**config.mk**
```make
export PLATFORM = sky130hd
export DESIGN_NAME = msg_arbiter
export DESIGN_NICKNAME = d
export VERILOG_FILES = /design/src/rtl/piano_pkg.sv /design/src/rtl/msg_fifo.sv /design/src/rtl/msg_arbiter.sv
export SDC_FILE = /design/constraint.sdc
export NUM_CORES = 1
export LEC_CHECK = 0
export CELL_PAD_IN_SITES_DETAIL_PLACEMENT = 2
export CELL_PAD_IN_SITES_GLOBAL_PLACEMENT = 2
export CORE_UTILIZATION = 40
export CTS_CLUSTER_SIZE = 30
export DETAILED_ROUTE_END_ITERATION = 16
export PLACE_DENSITY = 0.75
export SETUP_SLACK_MARGIN = 0.2
export SKIP_CTS_REPAIR_TIMING = 1
export SYNTH_ARGS = -nofsm -noshare
export SYNTH_HDL_FRONTEND = slang
export SYNTH_SLANG_ARGS = --single-unit
```
**constraint.sdc**
```tcl
create_clock -name clk -period 2.9 [get_ports clk]
set_input_delay 0.29 -clock clk [delete_from_list [all_inputs] [get_ports clk]]
set_output_delay 0.29 -clock clk [all_outputs]
set_load 0.005 [all_outputs]
```
**src/rtl/piano_pkg.sv**
```systemverilog
// Shared message format, source ids and arbiter state encoding for the
// note-message path between keyboard/autoplay and the tone player.
package piano_pkg;

    localparam int MSG_W       = 8;
    localparam int NOTE_W      = 7;
    localparam int NOTE_ON_BIT = 7;

    localparam logic SRC_KB = 1'b0;
    localparam logic SRC_AP = 1'b1;

    typedef enum logic [1:0] {
        ARB_IDLE  = 2'd0,
        ARB_ISSUE = 2'd1,
        ARB_GAP   = 2'd2
    } arb_state_t;

    function automatic logic is_note_on(input logic [MSG_W-1:0] msg);
        return msg[NOTE_ON_BIT];
    endfunction

endpackage

```
**src/rtl/msg_fifo.sv**
```systemverilog
// Small first-word-fall-through FIFO; dout always shows the head entry.
// The caller guarantees push only when there is room (or a same-cycle pop).
module msg_fifo #(
    parameter int WIDTH = 8,
    parameter int DEPTH = 4
) (
    input  logic                     clk,
    input  logic                     rst,
    input  logic                     push,
    input  logic [WIDTH-1:0]         din,
    input  logic                     pop,
    output logic [WIDTH-1:0]         dout,
    output logic [$clog2(DEPTH):0]   count
);

    localparam int AW = $clog2(DEPTH);
    localparam int CW = AW + 1;

    logic [WIDTH-1:0] mem [DEPTH];
    logic [AW-1:0]    wr_ptr;
    logic [AW-1:0]    rd_ptr;

    // NOTE: sequential state uses non-blocking assignments so every register
    // samples pre-edge values regardless of statement order.
    always_ff @(posedge clk) begin
        if (rst) begin
            wr_ptr <= '0;
            rd_ptr <= '0;
            count  <= '0;
        end else begin
            if (push) wr_ptr <= wr_ptr + AW'(1);
            if (pop)  rd_ptr <= rd_ptr + AW'(1);
            case ({push, pop})
                2'b10:   count <= count + CW'(1);
                2'b01:   count <= count - CW'(1);
                default: count <= count;
            endcase
        end
    end

    // NOTE: storage is deliberately not reset; the pointers and count define
    // which entries are valid, so clearing the array would only cost logic.
    always_ff @(posedge clk) begin
        if (push) mem[wr_ptr] <= din;
    end

    assign dout = mem[rd_ptr];

endmodule

```
**src/rtl/msg_arbiter.sv**
```systemverilog
// Merges keyboard (priority) and autoplay note streams into the tone player,
// pacing issues with a fixed gap and muting autoplay note-ons under live play.
module msg_arbiter
    import piano_pkg::*;
#(
    parameter int DEPTH = 4,
    parameter int GAP   = 16
) (
    input  logic              clk,
    input  logic              rst,
    input  logic              kb_valid,
    input  logic [MSG_W-1:0]  kb_msg,
    input  logic              ap_valid,
    input  logic [MSG_W-1:0]  ap_msg,
    output logic              ap_ready,
    output logic              out_valid,
    output logic [MSG_W-1:0]  out_msg,
    output logic              out_src,
    output logic [NOTE_W-1:0] cur_note,
    output logic              kb_active,
    output logic              kb_ovf
);

    localparam int CW = $clog2(DEPTH) + 1;
    localparam int GW = $clog2(GAP + 1);

    arb_state_t       state;
    logic [GW-1:0]    gap_cnt;

    logic             kb_push, kb_pop;
    logic             ap_push, ap_pop;
    logic [MSG_W-1:0] kb_head, ap_head;
    logic [CW-1:0]    kb_count, ap_count;
    logic             kb_nonempty, ap_nonempty;
    logic             ap_discard;

    assign kb_nonempty = (kb_count != '0);
    assign ap_nonempty = (ap_count != '0);
    assign ap_discard  = is_note_on(ap_head) && kb_active;

    // Keyboard cannot stall: a full FIFO only accepts if its head leaves now.
    assign kb_push  = kb_valid && ((kb_count < CW'(DEPTH)) || kb_pop);
    assign ap_ready = (ap_count < CW'(DEPTH));
    assign ap_push  = ap_valid && ap_ready;

    // NOTE: every output of a combinational block gets a default first, so no
    // path through the ifs can leave it unassigned and infer a latch.
    always_comb begin
        kb_pop = 1'b0;
        ap_pop = 1'b0;
        if (state == ARB_IDLE) begin
            if (kb_nonempty)      kb_pop = 1'b1;
            else if (ap_nonempty) ap_pop = 1'b1;
        end
    end

    msg_fifo #(.WIDTH(MSG_W), .DEPTH(DEPTH)) u_kb_fifo (
        .clk   (clk),
        .rst   (rst),
        .push  (kb_push),
        .din   (kb_msg),
        .pop   (kb_pop),
        .dout  (kb_head),
        .count (kb_count)
    );

    msg_fifo #(.WIDTH(MSG_W), .DEPTH(DEPTH)) u_ap_fifo (
        .clk   (clk),
        .rst   (rst),
        .push  (ap_push),
        .din   (ap_msg),
        .pop   (ap_pop),
        .dout  (ap_head),
        .count (ap_count)
    );

    always_ff @(posedge clk) begin
        if (rst) begin
            state     <= ARB_IDLE;
            gap_cnt   <= '0;
            out_valid <= 1'b0;
            out_msg   <= '0;
            out_src   <= 1'b0;
            cur_note  <= '0;
            kb_active <= 1'b0;
            kb_ovf    <= 1'b0;
        end else begin
            out_valid <= 1'b0;
            if (kb_valid && !kb_push) kb_ovf <= 1'b1;

            case (state)
                ARB_IDLE: begin
                    if (kb_nonempty) begin
                        out_msg   <= kb_head;
                        out_src   <= SRC_KB;
                        state     <= ARB_ISSUE;
                        kb_active <= is_note_on(kb_head);
                        if (is_note_on(kb_head)) cur_note <= kb_head[NOTE_W-1:0];
                    end else if (ap_nonempty && !ap_discard) begin
                        out_msg <= ap_head;
                        out_src <= SRC_AP;
                        state   <= ARB_ISSUE;
                        if (is_note_on(ap_head)) cur_note <= ap_head[NOTE_W-1:0];
                    end
                end
                ARB_ISSUE: begin
                    out_valid <= 1'b1;
                    gap_cnt   <= GW'(GAP - 1);
                    state     <= ARB_GAP;
                end
                ARB_GAP: begin
                    if (gap_cnt == '0) state <= ARB_IDLE;
                    else               gap_cnt <= gap_cnt - GW'(1);
                end
                default: state <= ARB_IDLE;
            endcase
        end
    end

endmodule

```
==> results of run 1 <==
logic make-up after synthesis:
family | share of synthesized area (%)
AO/OA/AOI/OAI | 4.35
XOR/XNOR | 2.59
adder cells (fa/ha/maj) | 4.32
buffers and inverters | 2.96
flip-flops | 63.7
multiplexers | 12.6
AND/OR/NAND/NOR | 9.47
critical path, stage by stage, from the launching register on:
cell and delay [ns]:
sky130_fd_sc_hd__dfxtp_1 0.44, sky130_fd_sc_hd__or3_1 0.49, sky130_fd_sc_hd__nand2_1 0.15, sky130_fd_sc_hd__inv_1 0.11
sky130_fd_sc_hd__ha_1 0.19, sky130_fd_sc_hd__inv_1 0.06, sky130_fd_sc_hd__fa_1 0.37, sky130_fd_sc_hd__xor2_1 0.16
sky130_fd_sc_hd__or3_1 0.32, sky130_fd_sc_hd__a21oi_1 0.14
layer usage:
metal,track usage [%],vias up,part of all wire (%)
li1,-,1227,-
met1,23.9,1284,44
met2,33.8,39,52
met3,4.01,15,2.5
met4,7.73,0,1.9
met5,0,-,0
layout make-up:
type / instances / area (sq um) / share of cell area [%]
flip-flops and latches: 108 / 2800 / 54.2
inverters: 16 / 60.1 / 1.16
well taps: 136 / 170 / 3.29
clock buffers: 9 / 124 / 2.39
clock inverters: 7 / 106 / 2.06
multi-input cells: 175 / 1470 / 28.4
repair buffers: 46 / 443 / 8.56
synth_stat cells (all sizes together), types with 4 or more instances:
library cell  count
edfxtp           64
dfxtp            44
nor2             24
a21oi            19
nor3             19
nand2            18
inv              16
mux4             16
clkbuf           13
ha               12
xor2              9
mux2              8
mux2i             8
and2              5
and3              5
o21ai             5
nand3             4
or3               4
xnor2             4
power by group through the flow:
stage	Combinational [mW]	Clock, mW	Sequential, mW
final	2.08	1.05	2.18
after global placement	2.01	0	2.19
after global routing	2.32	1.13	2.23
after detailed placement	2.09	0	2.22
after CTS	2.12	1.08	2.19
after floorplan	1.43	0	2.12
cell usage in the layout (no fill, tap or decap), types with 2 or more instances in the layout:
master / instances
sky130_fd_sc_hd__bufinv_16: 2
sky130_fd_sc_hd__clkbuf_8: 9
sky130_fd_sc_hd__mux2i_1: 8
sky130_fd_sc_hd__dfxtp_1: 44
sky130_fd_sc_hd__xor2_1: 9
sky130_fd_sc_hd__nand2_1: 18
sky130_fd_sc_hd__mux4_1: 7
sky130_fd_sc_hd__ha_1: 12
sky130_fd_sc_hd__mux2_2: 8
sky130_fd_sc_hd__nor3_1: 19
sky130_fd_sc_hd__or3_1: 4
sky130_fd_sc_hd__inv_6: 2
sky130_fd_sc_hd__clkinv_4: 2
sky130_fd_sc_hd__and2_1: 5
sky130_fd_sc_hd__inv_1: 16
sky130_fd_sc_hd__nor2b_1: 3
sky130_fd_sc_hd__clkdlybuf4s50_1: 39
sky130_fd_sc_hd__xnor2_1: 4
sky130_fd_sc_hd__o21ai_0: 4
sky130_fd_sc_hd__nand3_1: 4
sky130_fd_sc_hd__edfxtp_1: 64
sky130_fd_sc_hd__a21oi_1: 19
sky130_fd_sc_hd__mux4_2: 9
sky130_fd_sc_hd__nor2_1: 24
sky130_fd_sc_hd__buf_4: 7
sky130_fd_sc_hd__nand4_1: 2
sky130_fd_sc_hd__fa_1: 2
sky130_fd_sc_hd__and3_1: 5
worst max path at each step:
stage                            start                  to  slack (ns)  cells after the start
finish              u_kb_fifo.count[2]  u_kb_fifo.count[2]        0.41                      9
global route        u_kb_fifo.count[2]  u_kb_fifo.count[2]        0.22                      9
CTS                 u_kb_fifo.count[2]  u_kb_fifo.count[2]        0.38                      9
detailed placement  u_kb_fifo.count[2]  u_kb_fifo.count[2]        0.41                      9
global placement    u_kb_fifo.count[2]  u_kb_fifo.count[2]        0.57                      9
floorplan           u_kb_fifo.count[2]  u_kb_fifo.count[2]        0.41                     11
through the flow:
| stage | instance area [sq um] | worst slack, ns | cells |
|---|---|---|---|
| 2_1_floorplan | 4400 | 0.408 | 315 |
| 3_3_place_gp | 4940 | 0.573 | 481 |
| 3_5_place_dp | 4940 | 0.411 | 481 |
| 4_1_cts | 5170 | 0.379 | 497 |
| 5_1_grt | 5170 | 0.224 | 497 |
| 6_report | 5170 | 0.411 | 497 |
registers in the layout, summed over array words and instances (netlist names), 2 cells and up, named ones only:
signal / count
u_ap_fifo.rd_ptr: 2
cur_note: 7
state: 2
u_kb_fifo.rd_ptr: 2
u_ap_fifo.count: 3
u_ap_fifo.mem: 32
out_msg: 8
u_kb_fifo.mem: 32
u_kb_fifo.count: 3
u_kb_fifo.wr_ptr: 2
gap_cnt: 5
u_ap_fifo.wr_ptr: 2
==> impl_metrics.xml, run 1 <==
<?xml version="1.0" encoding="UTF-8"?>
<metrics>
  <group name="cts">
    <metric name="ctsRootBufferMaster" unit="">sky130_fd_sc_hd__clkbuf_8</metric>
    <metric name="clockBufferDepth" unit="">2</metric>
    <metric name="cts.sinks" unit="">108</metric>
    <metric name="clk-insertion-delay-late" unit="ns">0.39</metric>
    <metric name="cts_max_level" unit="">3</metric>
    <metric name="cts_made_buffers" unit="">9</metric>
    <metric name="cts_tree" unit="">done</metric>
    <metric name="clkTransAtPathRegs" unit="ns">0.11</metric>
  </group>
  <group name="job">
    <metric name="cap_viol_max_count" unit="">0</metric>
  </group>
  <group name="worst_hold_path">
    <metric name="hold_path.class" unit="">reg2reg</metric>
    <metric name="timing.hold.worst_path_depth" unit="">2</metric>
    <metric name="min-delay-start" unit="">cur_note[1]</metric>
    <metric name="timing.hold.worst_endpoint" unit="">cur_note[1]</metric>
  </group>
  <group name="cells_and_area">
    <metric name="areaGrowthSynthToFinish" unit="%">17.6</metric>
    <metric name="final_core_util" unit="%">49.2</metric>
    <metric name="post_route_cells_drive_above_1_share" unit="%">11.9</metric>
    <metric name="fillCellCount" unit="">1022</metric>
    <metric name="ant_diodes" unit="">0</metric>
    <metric name="finish.net_count" unit="">390</metric>
  </group>
  <group name="global_route">
    <metric name="grt-ovfl-total" unit="">0</metric>
    <metric name="grt_start_max_net_pins" unit="">35</metric>
    <metric name="number_of_global_route_vias_before_repair" unit="">2870</metric>
    <metric name="grt_first_pass_wirelength" unit="mm">16.2</metric>
    <metric name="grt_util_all_layers" unit="%">19.6</metric>
    <metric name="number_of_antenna_violations_at_the_first_check_in_global_routing" unit="">0</metric>
  </group>
  <group name="sta">
    <metric name="worst_slew_pin_slew" unit="ns">0.547</metric>
    <metric name="fin_setup_tns" unit="ns">0</metric>
    <metric name="rsz_0062_raised_after_global_routing" unit="">no</metric>
    <metric name="slew-limit-headroom" unit="%">63.3</metric>
    <metric name="hold_viol_final" unit="">0</metric>
    <metric name="setup_viol_count_final" unit="">0</metric>
    <metric name="finalClockSkew" unit="ns">0.0115</metric>
    <metric name="final_cycle_utilization_of_the_critical_path" unit="%">85.8</metric>
    <metric name="final_slew_viol_count" unit="">0</metric>
    <metric name="timing.fmax" unit="GHz">0.402</metric>
    <metric name="timing.hold.ws" unit="ns">0.470</metric>
    <metric name="post-route-min-period" unit="ns">2.49</metric>
  </group>
  <group name="worst_setup_path">
    <metric name="critical_path_arrival" unit="ns">2.82</metric>
    <metric name="critPathLaunchType" unit="">flip-flop</metric>
    <metric name="r2r-start" unit="">u_kb_fifo.count[2]</metric>
    <metric name="crit_path_end_kind" unit="">flip-flop</metric>
    <metric name="path_class" unit="">reg2reg</metric>
    <metric name="worst_r2r_path_depth" unit="">9</metric>
    <metric name="timing.rr.end" unit="">u_kb_fifo.count[2]</metric>
    <metric name="worst_r2r_setup_slack" unit="ns">0.41</metric>
    <metric name="worstPathMaxFanout" unit="">10</metric>
    <metric name="cp_data_required_time" unit="ns">3.23</metric>
  </group>
  <group name="detailed_routing">
    <metric name="route.vias.total" unit="">2565</metric>
    <metric name="drt_first_pass_iters" unit="">4</metric>
    <metric name="drt-initial-drc-count" unit="">64</metric>
    <metric name="detail_route.wirelength" unit="mm">9.91</metric>
    <metric name="wire_per_inst" unit="um">19.9</metric>
    <metric name="detail_route.drc_violations" unit="">0</metric>
    <metric name="route.detailed.vias_per_inst" unit="">5.16</metric>
    <metric name="ant_nets" unit="">0</metric>
  </group>
  <group name="synth">
    <metric name="synth_edf_count" unit="">64</metric>
    <metric name="nets_in_the_synthesized_netlist" unit="">349</metric>
    <metric name="yosys.area.top_type_share" unit="%">43.7</metric>
    <metric name="distinct_cell_type_count_after_synthesis" unit="">34</metric>
    <metric name="synth_area" unit="sq um">4400</metric>
    <metric name="ys.warnings.count" unit="">0</metric>
    <metric name="synth_top_flop_cell" unit="">sky130_fd_sc_hd__edfxtp_1</metric>
    <metric name="synthArstFlopShare" unit="%">0</metric>
    <metric name="post-synth-top-area-cell" unit="">sky130_fd_sc_hd__edfxtp_1</metric>
    <metric name="synth-seq-cells" unit="">108</metric>
    <metric name="ys_seq_area_share" unit="%">63.7</metric>
    <metric name="syn_inst" unit="">315</metric>
    <metric name="synthTopCellsByArea" unit="">sky130_fd_sc_hd__edfxtp_1 (44%), sky130_fd_sc_hd__dfxtp_1 (20%), sky130_fd_sc_hd__mux4_2 (4.6%)</metric>
    <metric name="syn-mean-instance-area" unit="sq um">14.0</metric>
  </group>
  <group name="power_and_ir_drop">
    <metric name="static-leakage-power" unit="nW">1.85</metric>
    <metric name="combPwrFrac" unit="%">39.2</metric>
    <metric name="power.total" unit="mW">5.31</metric>
    <metric name="power.share.switching" unit="%">35.4</metric>
    <metric name="cellPowerDensity" unit="nW/um^2">1030</metric>
    <metric name="seq_power_share" unit="%">41.1</metric>
    <metric name="clock_power_share" unit="%">19.7</metric>
    <metric name="worst_ir_drop_vdd" unit="mV">0.401</metric>
    <metric name="netSwitchingPower" unit="mW">1.88</metric>
    <metric name="power_report.internal_total" unit="mW">3.43</metric>
  </group>
  <group name="outcome">
    <metric name="result_of_the_run" unit="">finished clean</metric>
  </group>
  <group name="floorplan">
    <metric name="fp.dieH" unit="um">107</metric>
    <metric name="die_ar" unit="sq um">11400</metric>
    <metric name="floorplan.initialDensity" unit="%">41.9</metric>
    <metric name="pin_count" unit="">40</metric>
    <metric name="rows" unit="">37</metric>
    <metric name="fp.coreArea" unit="sq um">10500</metric>
    <metric name="die_width" unit="um">107</metric>
  </group>
  <group name="placement">
    <metric name="dp_hpwl" unit="mm">7.09</metric>
    <metric name="numPortBuffers" unit="">39</metric>
    <metric name="gp_congestion" unit="">0.712</metric>
  </group>
</metrics>
Note: power is estimated with default switching activity, not from simulation.
==> run 2, diff against run 1 <==
--- a/config.mk
+++ b/config.mk
@@ -10,7 +10,7 @@
 export CORE_UTILIZATION = 40
 export CTS_CLUSTER_SIZE = 30
 export DETAILED_ROUTE_END_ITERATION = 16
-export PLACE_DENSITY = 0.75
+export PLACE_DENSITY = 0.84
 export SETUP_SLACK_MARGIN = 0.2
 export SKIP_CTS_REPAIR_TIMING = 1
 export SYNTH_ARGS = -nofsm -noshare
==> impl_metrics.xml, run 2 (synthesis results as in run 1) <==
<?xml version="1.0" encoding="UTF-8"?>
<metrics>
  <group name="outcome">
    <metric name="result_of_the_run" unit="">finished clean</metric>
  </group>
  <group name="cells_and_area">
    <metric name="reg_top3" unit="">u_ap_fifo.mem: 32 flops, u_kb_fifo.mem: 32 flops, out_msg: 8 flops</metric>
    <metric name="final_cell_mix" unit="">sky130_fd_sc_hd__edfxtp_1 (64), sky130_fd_sc_hd__dfxtp_1 (44), sky130_fd_sc_hd__clkdlybuf4s50_1 (39)</metric>
    <metric name="ant_diodes" unit="">0</metric>
    <metric name="finish.net_count" unit="">389</metric>
    <metric name="finalNonFillerCells" unit="">496</metric>
    <metric name="post_route_cells_drive_above_1_share" unit="%">11.4</metric>
    <metric name="final_common_cell" unit="">sky130_fd_sc_hd__edfxtp_1</metric>
    <metric name="areaGrowthSynthToFinish" unit="%">16.3</metric>
  </group>
  <group name="floorplan">
    <metric name="pin_count" unit="">40</metric>
    <metric name="fp.dieH" unit="um">107</metric>
    <metric name="fp.coreArea" unit="sq um">10500</metric>
    <metric name="die_ar" unit="sq um">11400</metric>
    <metric name="floorplan.initialDensity" unit="%">41.9</metric>
    <metric name="rows" unit="">37</metric>
    <metric name="die_width" unit="um">107</metric>
  </group>
  <group name="placement">
    <metric name="gp_congestion" unit="">0.746</metric>
    <metric name="numPortBuffers" unit="">39</metric>
    <metric name="dp_hpwl" unit="mm">7.44</metric>
    <metric name="place.detailed.instances" unit="">480</metric>
  </group>
  <group name="sta">
    <metric name="setup_viol_count_final" unit="">0</metric>
    <metric name="finalClockSkew" unit="ns">0.0119</metric>
    <metric name="timing.hold.ws" unit="ns">0.471</metric>
    <metric name="slew-limit-headroom" unit="%">50.5</metric>
    <metric name="final_cycle_utilization_of_the_critical_path" unit="%">82.0</metric>
    <metric name="rsz_0062_raised_after_global_routing" unit="">no</metric>
    <metric name="post-route-min-period" unit="ns">2.38</metric>
    <metric name="final_slew_viol_count" unit="">0</metric>
    <metric name="hold_viol_final" unit="">0</metric>
    <metric name="timing.fmax" unit="GHz">0.421</metric>
    <metric name="worst_slew_pin_slew" unit="ns">0.743</metric>
    <metric name="fin_setup_tns" unit="ns">0</metric>
  </group>
  <group name="cts">
    <metric name="ctsRootBufferMaster" unit="">sky130_fd_sc_hd__clkbuf_8</metric>
    <metric name="cts_made_buffers" unit="">9</metric>
    <metric name="cts_max_level" unit="">3</metric>
    <metric name="clk-insertion-delay-late" unit="ns">0.38</metric>
    <metric name="clkTransAtPathRegs" unit="ns">0.10</metric>
    <metric name="clockBufferDepth" unit="">2</metric>
    <metric name="cts_tree" unit="">done</metric>
    <metric name="cts.sinks" unit="">108</metric>
  </group>
  <group name="worst_setup_path">
    <metric name="timing.rr.end" unit="">u_ap_fifo.count[2]</metric>
    <metric name="cp_slowest_cell" unit="">sky130_fd_sc_hd__dfxtp_1</metric>
    <metric name="worst_r2r_path_depth" unit="">8</metric>
    <metric name="critical_path.endpoint" unit="">u_ap_fifo.count[2]</metric>
    <metric name="worst_path_dominant_cell_family" unit="">simple AND/OR/NAND/NOR gates</metric>
    <metric name="critPathLaunchType" unit="">flip-flop</metric>
    <metric name="critical_path_arrival" unit="ns">2.69</metric>
    <metric name="worst_r2r_setup_slack" unit="ns">0.52</metric>
    <metric name="r2r-start" unit="">state[1]</metric>
    <metric name="worstPathMaxFanout" unit="">9</metric>
    <metric name="path_class" unit="">reg2reg</metric>
    <metric name="cp_num_cells" unit="">8</metric>
    <metric name="cp_num_buf_inv" unit="">1</metric>
    <metric name="cp_cell_sequence" unit="">nor2_1 -&gt; and3_1 -&gt; ha_1 -&gt; inv_1 -&gt; fa_1 -&gt; xor2_1 -&gt; or3_1 -&gt; a21oi_1</metric>
    <metric name="cp-startpoint" unit="">state[1]</metric>
    <metric name="crit_path_end_kind" unit="">flip-flop</metric>
    <metric name="cp_data_required_time" unit="ns">3.21</metric>
    <metric name="worst_path_largest_cell_delay" unit="ns">0.43</metric>
  </group>
  <group name="power_and_ir_drop">
    <metric name="seq_power_share" unit="%">42.7</metric>
    <metric name="combPwrFrac" unit="%">40.2</metric>
    <metric name="cellPowerDensity" unit="nW/um^2">1000</metric>
    <metric name="static-leakage-power" unit="nW">1.82</metric>
    <metric name="netSwitchingPower" unit="mW">1.88</metric>
    <metric name="power_report.internal_total" unit="mW">3.26</metric>
    <metric name="power.share.switching" unit="%">36.5</metric>
    <metric name="clock_power_share" unit="%">17.1</metric>
    <metric name="worst_ir_drop_vdd" unit="mV">0.350</metric>
  </group>
  <group name="global_route">
    <metric name="grt_first_pass_wirelength" unit="mm">15.8</metric>
    <metric name="grt_start_max_net_pins" unit="">36</metric>
    <metric name="number_of_global_route_vias_before_repair" unit="">2873</metric>
    <metric name="number_of_antenna_violations_at_the_first_check_in_global_routing" unit="">0</metric>
    <metric name="grt_util_all_layers" unit="%">19.1</metric>
    <metric name="grt-ovfl-total" unit="">0</metric>
  </group>
  <group name="detailed_routing">
    <metric name="route.vias.total" unit="">2572</metric>
    <metric name="wire_per_inst" unit="um">20.1</metric>
    <metric name="ant_nets" unit="">0</metric>
    <metric name="drt_first_pass_iters" unit="">4</metric>
    <metric name="route.detailed.vias_per_inst" unit="">5.19</metric>
    <metric name="drt-initial-drc-count" unit="">68</metric>
    <metric name="detail_route.wirelength" unit="mm">9.99</metric>
    <metric name="detail_route.drc_violations" unit="">0</metric>
  </group>
  <group name="worst_hold_path">
    <metric name="hold_path.class" unit="">reg2reg</metric>
  </group>
  <group name="job">
    <metric name="cap_viol_max_count" unit="">0</metric>
  </group>
</metrics>
run 2: how the worst min path moves through the flow:
stage | cells past startpoint | from | slack, ns | endpoint
after floorplan | 0 | ap_msg[0] | 0.39 | u_ap_fifo.mem[0][0]
after global placement | 2 | cur_note[2] | 0.45 | cur_note[2]
after detailed placement | 2 | cur_note[2] | 0.46 | cur_note[2]
after CTS | 2 | cur_note[2] | 0.47 | cur_note[2]
after global routing | 2 | cur_note[3] | 0.50 | cur_note[3]
final | 2 | cur_note[3] | 0.47 | cur_note[3]
run 2: layer usage:
metal  track usage (%)  routed length, um  up-vias
met3              5.11                303        8
met4              4.50                112        0
met5                 0                  0        -
met2              33.7               5250       42
li1                  -                  -     1217
met1              23.3               4330     1305
run 2: final cells by class:
type                            count  area (sq um)
Clock buffer                       11           141
Clock inverter                      5          42.5
Fill cell                        1007          5390
Inverter                           16          60.1
Multi-Input combinational cell    175          1470
Sequential cell                   108          2800
Tap cell                          136           170
Timing Repair Buffer               45           435
run 2: worst reg2reg max path, cell delays in order, from the launching register on:
cell                      delay (ns)
sky130_fd_sc_hd__dfxtp_1        0.43
sky130_fd_sc_hd__nor2_1         0.32
sky130_fd_sc_hd__and3_1         0.28
sky130_fd_sc_hd__ha_1           0.22
sky130_fd_sc_hd__inv_1          0.08
sky130_fd_sc_hd__fa_1           0.38
sky130_fd_sc_hd__xor2_1         0.16
sky130_fd_sc_hd__or3_1          0.30
sky130_fd_sc_hd__a21oi_1        0.15
run 2: metrics by stage:
step | utilization, % | area, sq um | power (mW) | setup slack (ns)
2_1_floorplan | - | 4400 | 3.55 | 0.408
3_3_place_gp | 47.0 | 4940 | 4.15 | 0.618
3_5_place_dp | 47.0 | 4940 | 4.31 | 0.493
4_1_cts | 48.7 | 5120 | 5.21 | 0.520
5_1_grt | 48.7 | 5120 | 5.48 | 0.351
6_report | 48.7 | 5120 | 5.14 | 0.523
run 2: power by group through the flow:
stage | Combinational (mW) | Clock, mW | Sequential [mW]
2_1_floorplan | 1.43 | 0 | 2.12
3_3_place_gp | 1.95 | 0 | 2.20
3_5_place_dp | 2.07 | 0 | 2.23
4_1_cts | 2.10 | 0.912 | 2.20
5_1_grt | 2.28 | 0.963 | 2.23
6_report | 2.07 | 0.878 | 2.19
==> run 3, diff against run 2 <==
==> constraint.sdc (replaced) <==
create_clock -name clk -period 2.2 [get_ports clk]
set_input_delay 0.22 -clock clk [delete_from_list [all_inputs] [get_ports clk]]
set_output_delay 0.22 -clock clk [all_outputs]
set_load 0.005 [all_outputs]
==> impl_metrics.xml, run 3 (synthesis results as in run 1) <==
<?xml version="1.0" encoding="UTF-8"?>
<metrics>
  <group name="outcome">
    <metric name="result_of_the_run" unit="">finished clean</metric>
  </group>
  <group name="worst_hold_path">
    <metric name="timing.hold.worst_path_depth" unit="">1</metric>
    <metric name="hold_path.class" unit="">in2reg</metric>
  </group>
  <group name="detailed_routing">
    <metric name="route.vias.total" unit="">2777</metric>
    <metric name="wire_per_inst" unit="um">22.3</metric>
    <metric name="drt_first_pass_iters" unit="">4</metric>
    <metric name="ant_nets" unit="">0</metric>
    <metric name="detail_route.wirelength" unit="mm">11.7</metric>
    <metric name="route.detailed.vias_per_inst" unit="">5.32</metric>
    <metric name="detail_route.drc_violations" unit="">0</metric>
    <metric name="drt-initial-drc-count" unit="">103</metric>
  </group>
  <group name="global_route">
    <metric name="number_of_antenna_violations_at_the_first_check_in_global_routing" unit="">1</metric>
    <metric name="grt-ovfl-total" unit="">0</metric>
    <metric name="grt_start_max_net_pins" unit="">24</metric>
    <metric name="grt_first_pass_wirelength" unit="mm">16.0</metric>
    <metric name="number_of_global_route_vias_before_repair" unit="">2833</metric>
    <metric name="grt_util_all_layers" unit="%">19.3</metric>
  </group>
  <group name="cts">
    <metric name="clkTransAtPathRegs" unit="ns">0.11</metric>
    <metric name="ctsRootBufferMaster" unit="">sky130_fd_sc_hd__clkbuf_8</metric>
    <metric name="cts_tree" unit="">done</metric>
    <metric name="cts_max_level" unit="">3</metric>
    <metric name="cts.sinks" unit="">108</metric>
    <metric name="cts_made_buffers" unit="">9</metric>
    <metric name="clockBufferDepth" unit="">2</metric>
    <metric name="clk-insertion-delay-late" unit="ns">0.38</metric>
  </group>
  <group name="power_and_ir_drop">
    <metric name="worst_ir_drop_vdd" unit="mV">0.526</metric>
    <metric name="combPwrFrac" unit="%">47.4</metric>
    <metric name="clock_power_share" unit="%">15.2</metric>
    <metric name="cellPowerDensity" unit="nW/um^2">1420</metric>
    <metric name="seq_power_share" unit="%">37.3</metric>
    <metric name="netSwitchingPower" unit="mW">2.91</metric>
    <metric name="power.share.switching" unit="%">37.6</metric>
    <metric name="power_report.internal_total" unit="mW">4.81</metric>
    <metric name="static-leakage-power" unit="nW">1.97</metric>
  </group>
  <group name="sta">
    <metric name="fin_setup_tns" unit="ns">0</metric>
    <metric name="timing.fmax" unit="GHz">0.472</metric>
    <metric name="post-route-min-period" unit="ns">2.12</metric>
    <metric name="slew-limit-headroom" unit="%">57.4</metric>
    <metric name="final_cycle_utilization_of_the_critical_path" unit="%">96.3</metric>
    <metric name="setup_viol_count_final" unit="">0</metric>
    <metric name="final.setup.worst_slack" unit="ns">0.0804</metric>
    <metric name="hold_viol_final" unit="">0</metric>
    <metric name="rsz_0062_raised_after_global_routing" unit="">yes</metric>
    <metric name="finalClockSkew" unit="ns">0.0116</metric>
    <metric name="worst_slew_pin_slew" unit="ns">0.634</metric>
    <metric name="final_slew_viol_count" unit="">0</metric>
  </group>
  <group name="worst_setup_path">
    <metric name="worstPathMaxFanout" unit="">3</metric>
    <metric name="critical_path_arrival" unit="ns">2.43</metric>
    <metric name="path_class" unit="">reg2reg</metric>
    <metric name="cp-startpoint" unit="">u_kb_fifo.count[1]</metric>
    <metric name="worst_r2r_setup_slack" unit="ns">0.08</metric>
    <metric name="worst_path_dominant_cell_family" unit="">simple AND/OR/NAND/NOR gates</metric>
    <metric name="critical_path.endpoint" unit="">u_ap_fifo.count[2]</metric>
    <metric name="worst_r2r_path_depth" unit="">8</metric>
    <metric name="cp_cell_sequence" unit="">nor3_4 -&gt; and3_4 -&gt; ha_4 -&gt; inv_1 -&gt; fa_2 -&gt; xor2_1 -&gt; or3_1 -&gt; a21oi_2</metric>
    <metric name="cp_num_buf_inv" unit="">1</metric>
    <metric name="crit_path_end_kind" unit="">flip-flop</metric>
    <metric name="cp_data_required_time" unit="ns">2.51</metric>
    <metric name="critPathLaunchType" unit="">flip-flop</metric>
    <metric name="cp_slowest_cell" unit="">sky130_fd_sc_hd__or3_1</metric>
    <metric name="cp_num_cells" unit="">8</metric>
    <metric name="timing.rr.end" unit="">u_ap_fifo.count[2]</metric>
    <metric name="worst_path_largest_cell_delay" unit="ns">0.40</metric>
    <metric name="r2r-start" unit="">u_kb_fifo.count[1]</metric>
  </group>
  <group name="floorplan">
    <metric name="rows" unit="">37</metric>
    <metric name="floorplan.initialDensity" unit="%">41.9</metric>
    <metric name="fp.coreArea" unit="sq um">10500</metric>
    <metric name="fp.dieH" unit="um">107</metric>
    <metric name="die_width" unit="um">107</metric>
    <metric name="die_ar" unit="sq um">11400</metric>
    <metric name="pin_count" unit="">40</metric>
  </group>
  <group name="placement">
    <metric name="dp_hpwl" unit="mm">7.45</metric>
    <metric name="detailedPlace.worstSlack" unit="ns">0.0204</metric>
    <metric name="place.detailed.instances" unit="">489</metric>
    <metric name="numPortBuffers" unit="">39</metric>
    <metric name="gp_congestion" unit="">0.709</metric>
  </group>
  <group name="cells_and_area">
    <metric name="finalNonFillerCells" unit="">522</metric>
    <metric name="fillCellCount" unit="">979</metric>
    <metric name="reg_top3" unit="">u_ap_fifo.mem: 32 flops, u_kb_fifo.mem: 32 flops, out_msg: 8 flops</metric>
    <metric name="finish.net_count" unit="">415</metric>
    <metric name="ant_diodes" unit="">0</metric>
    <metric name="post_route_cells_drive_above_1_share" unit="%">22.8</metric>
    <metric name="final_common_cell" unit="">sky130_fd_sc_hd__edfxtp_1</metric>
    <metric name="final_cell_mix" unit="">sky130_fd_sc_hd__edfxtp_1 (64), sky130_fd_sc_hd__clkdlybuf4s50_1 (39), sky130_fd_sc_hd__dfxtp_1 (38)</metric>
    <metric name="areaGrowthSynthToFinish" unit="%">23.7</metric>
  </group>
  <group name="job">
    <metric name="cap_viol_max_count" unit="">0</metric>
  </group>
</metrics>
[run 3: cell count changes in the layout (fill, tap and decap cells not counted), moves of 2 or more]
| cell | previous run | this run |
|---|---|---|
| sky130_fd_sc_hd__inv_1 | 16 | 14 |
| sky130_fd_sc_hd__buf_4 | 6 | 30 |
| sky130_fd_sc_hd__a21oi_1 | 19 | 17 |
| sky130_fd_sc_hd__dfxtp_1 | 44 | 38 |
| sky130_fd_sc_hd__ha_1 | 12 | 10 |
| sky130_fd_sc_hd__fa_1 | 2 | 0 |
| sky130_fd_sc_hd__inv_6 | 1 | 4 |
| sky130_fd_sc_hd__nor2_1 | 24 | 22 |
| sky130_fd_sc_hd__a21oi_2 | 0 | 2 |
| sky130_fd_sc_hd__dfxtp_4 | 0 | 3 |
| sky130_fd_sc_hd__fa_2 | 0 | 2 |
| sky130_fd_sc_hd__ha_4 | 0 | 2 |
| sky130_fd_sc_hd__dfxtp_2 | 0 | 3 |
[run 3: layer usage]
metal / wire [um] / vias to the layer above / track usage (%)
met5: 0 / - / 0
met4: 136 / 0 / 6.16
met3: 311 / 9 / 3.22
met2: 6220 / 54 / 33.9
met1: 4990 / 1436 / 24.1
li1: - / 1278 / -
[run 3: stage by stage]
stage                     total power, mW  hold WS (ns)  util (%)  area [sq um]
final                                7.72         0.468      51.8          5450
after global routing                 8.14         0.458      51.8          5450
after CTS                            7.02         0.453      49.8          5230
after detailed placement             5.82         0.462      48.0          5050
after global placement               5.63         0.445      48.0          5050
after floorplan                      4.86         0.319         -          4480
[run 3: worst min path at each step]
stage                      from                  end  slack (ns)
floorplan             ap_msg[0]  u_ap_fifo.mem[0][0]        0.32
global placement    cur_note[4]          cur_note[4]        0.44
detailed placement  cur_note[2]          cur_note[2]        0.46
CTS                   ap_msg[5]  u_ap_fifo.mem[2][5]        0.45
global route          ap_msg[5]  u_ap_fifo.mem[0][5]        0.46
finish                ap_msg[5]  u_ap_fifo.mem[2][5]        0.47
[run 3: power by group through the flow]
stage                     Clock (mW)  Sequential, mW  Combinational, mW
after floorplan                    0            2.81               2.06
after global placement             0            2.84               2.78
after detailed placement           0            2.89               2.93
after CTS                       1.19            2.85               2.98
after global routing            1.27            2.93               3.94
final                           1.18            2.88               3.66
[run 3: cell type report]
| cell class | instances | area (sq um) | area share, % |
|---|---|---|---|
| Clock inverter | 7 | 58.8 | 1.08 |
| Multi-Input combinational cell | 175 | 1560 | 28.6 |
| Timing Repair Buffer | 70 | 636 | 11.7 |
| Sequential cell | 108 | 2820 | 51.7 |
| Timing Repair inverter | 1 | 8.76 | 0.161 |
| Clock buffer | 9 | 124 | 2.27 |
| Inverter | 16 | 72.6 | 1.33 |
| Tap cell | 136 | 170 | 3.12 |
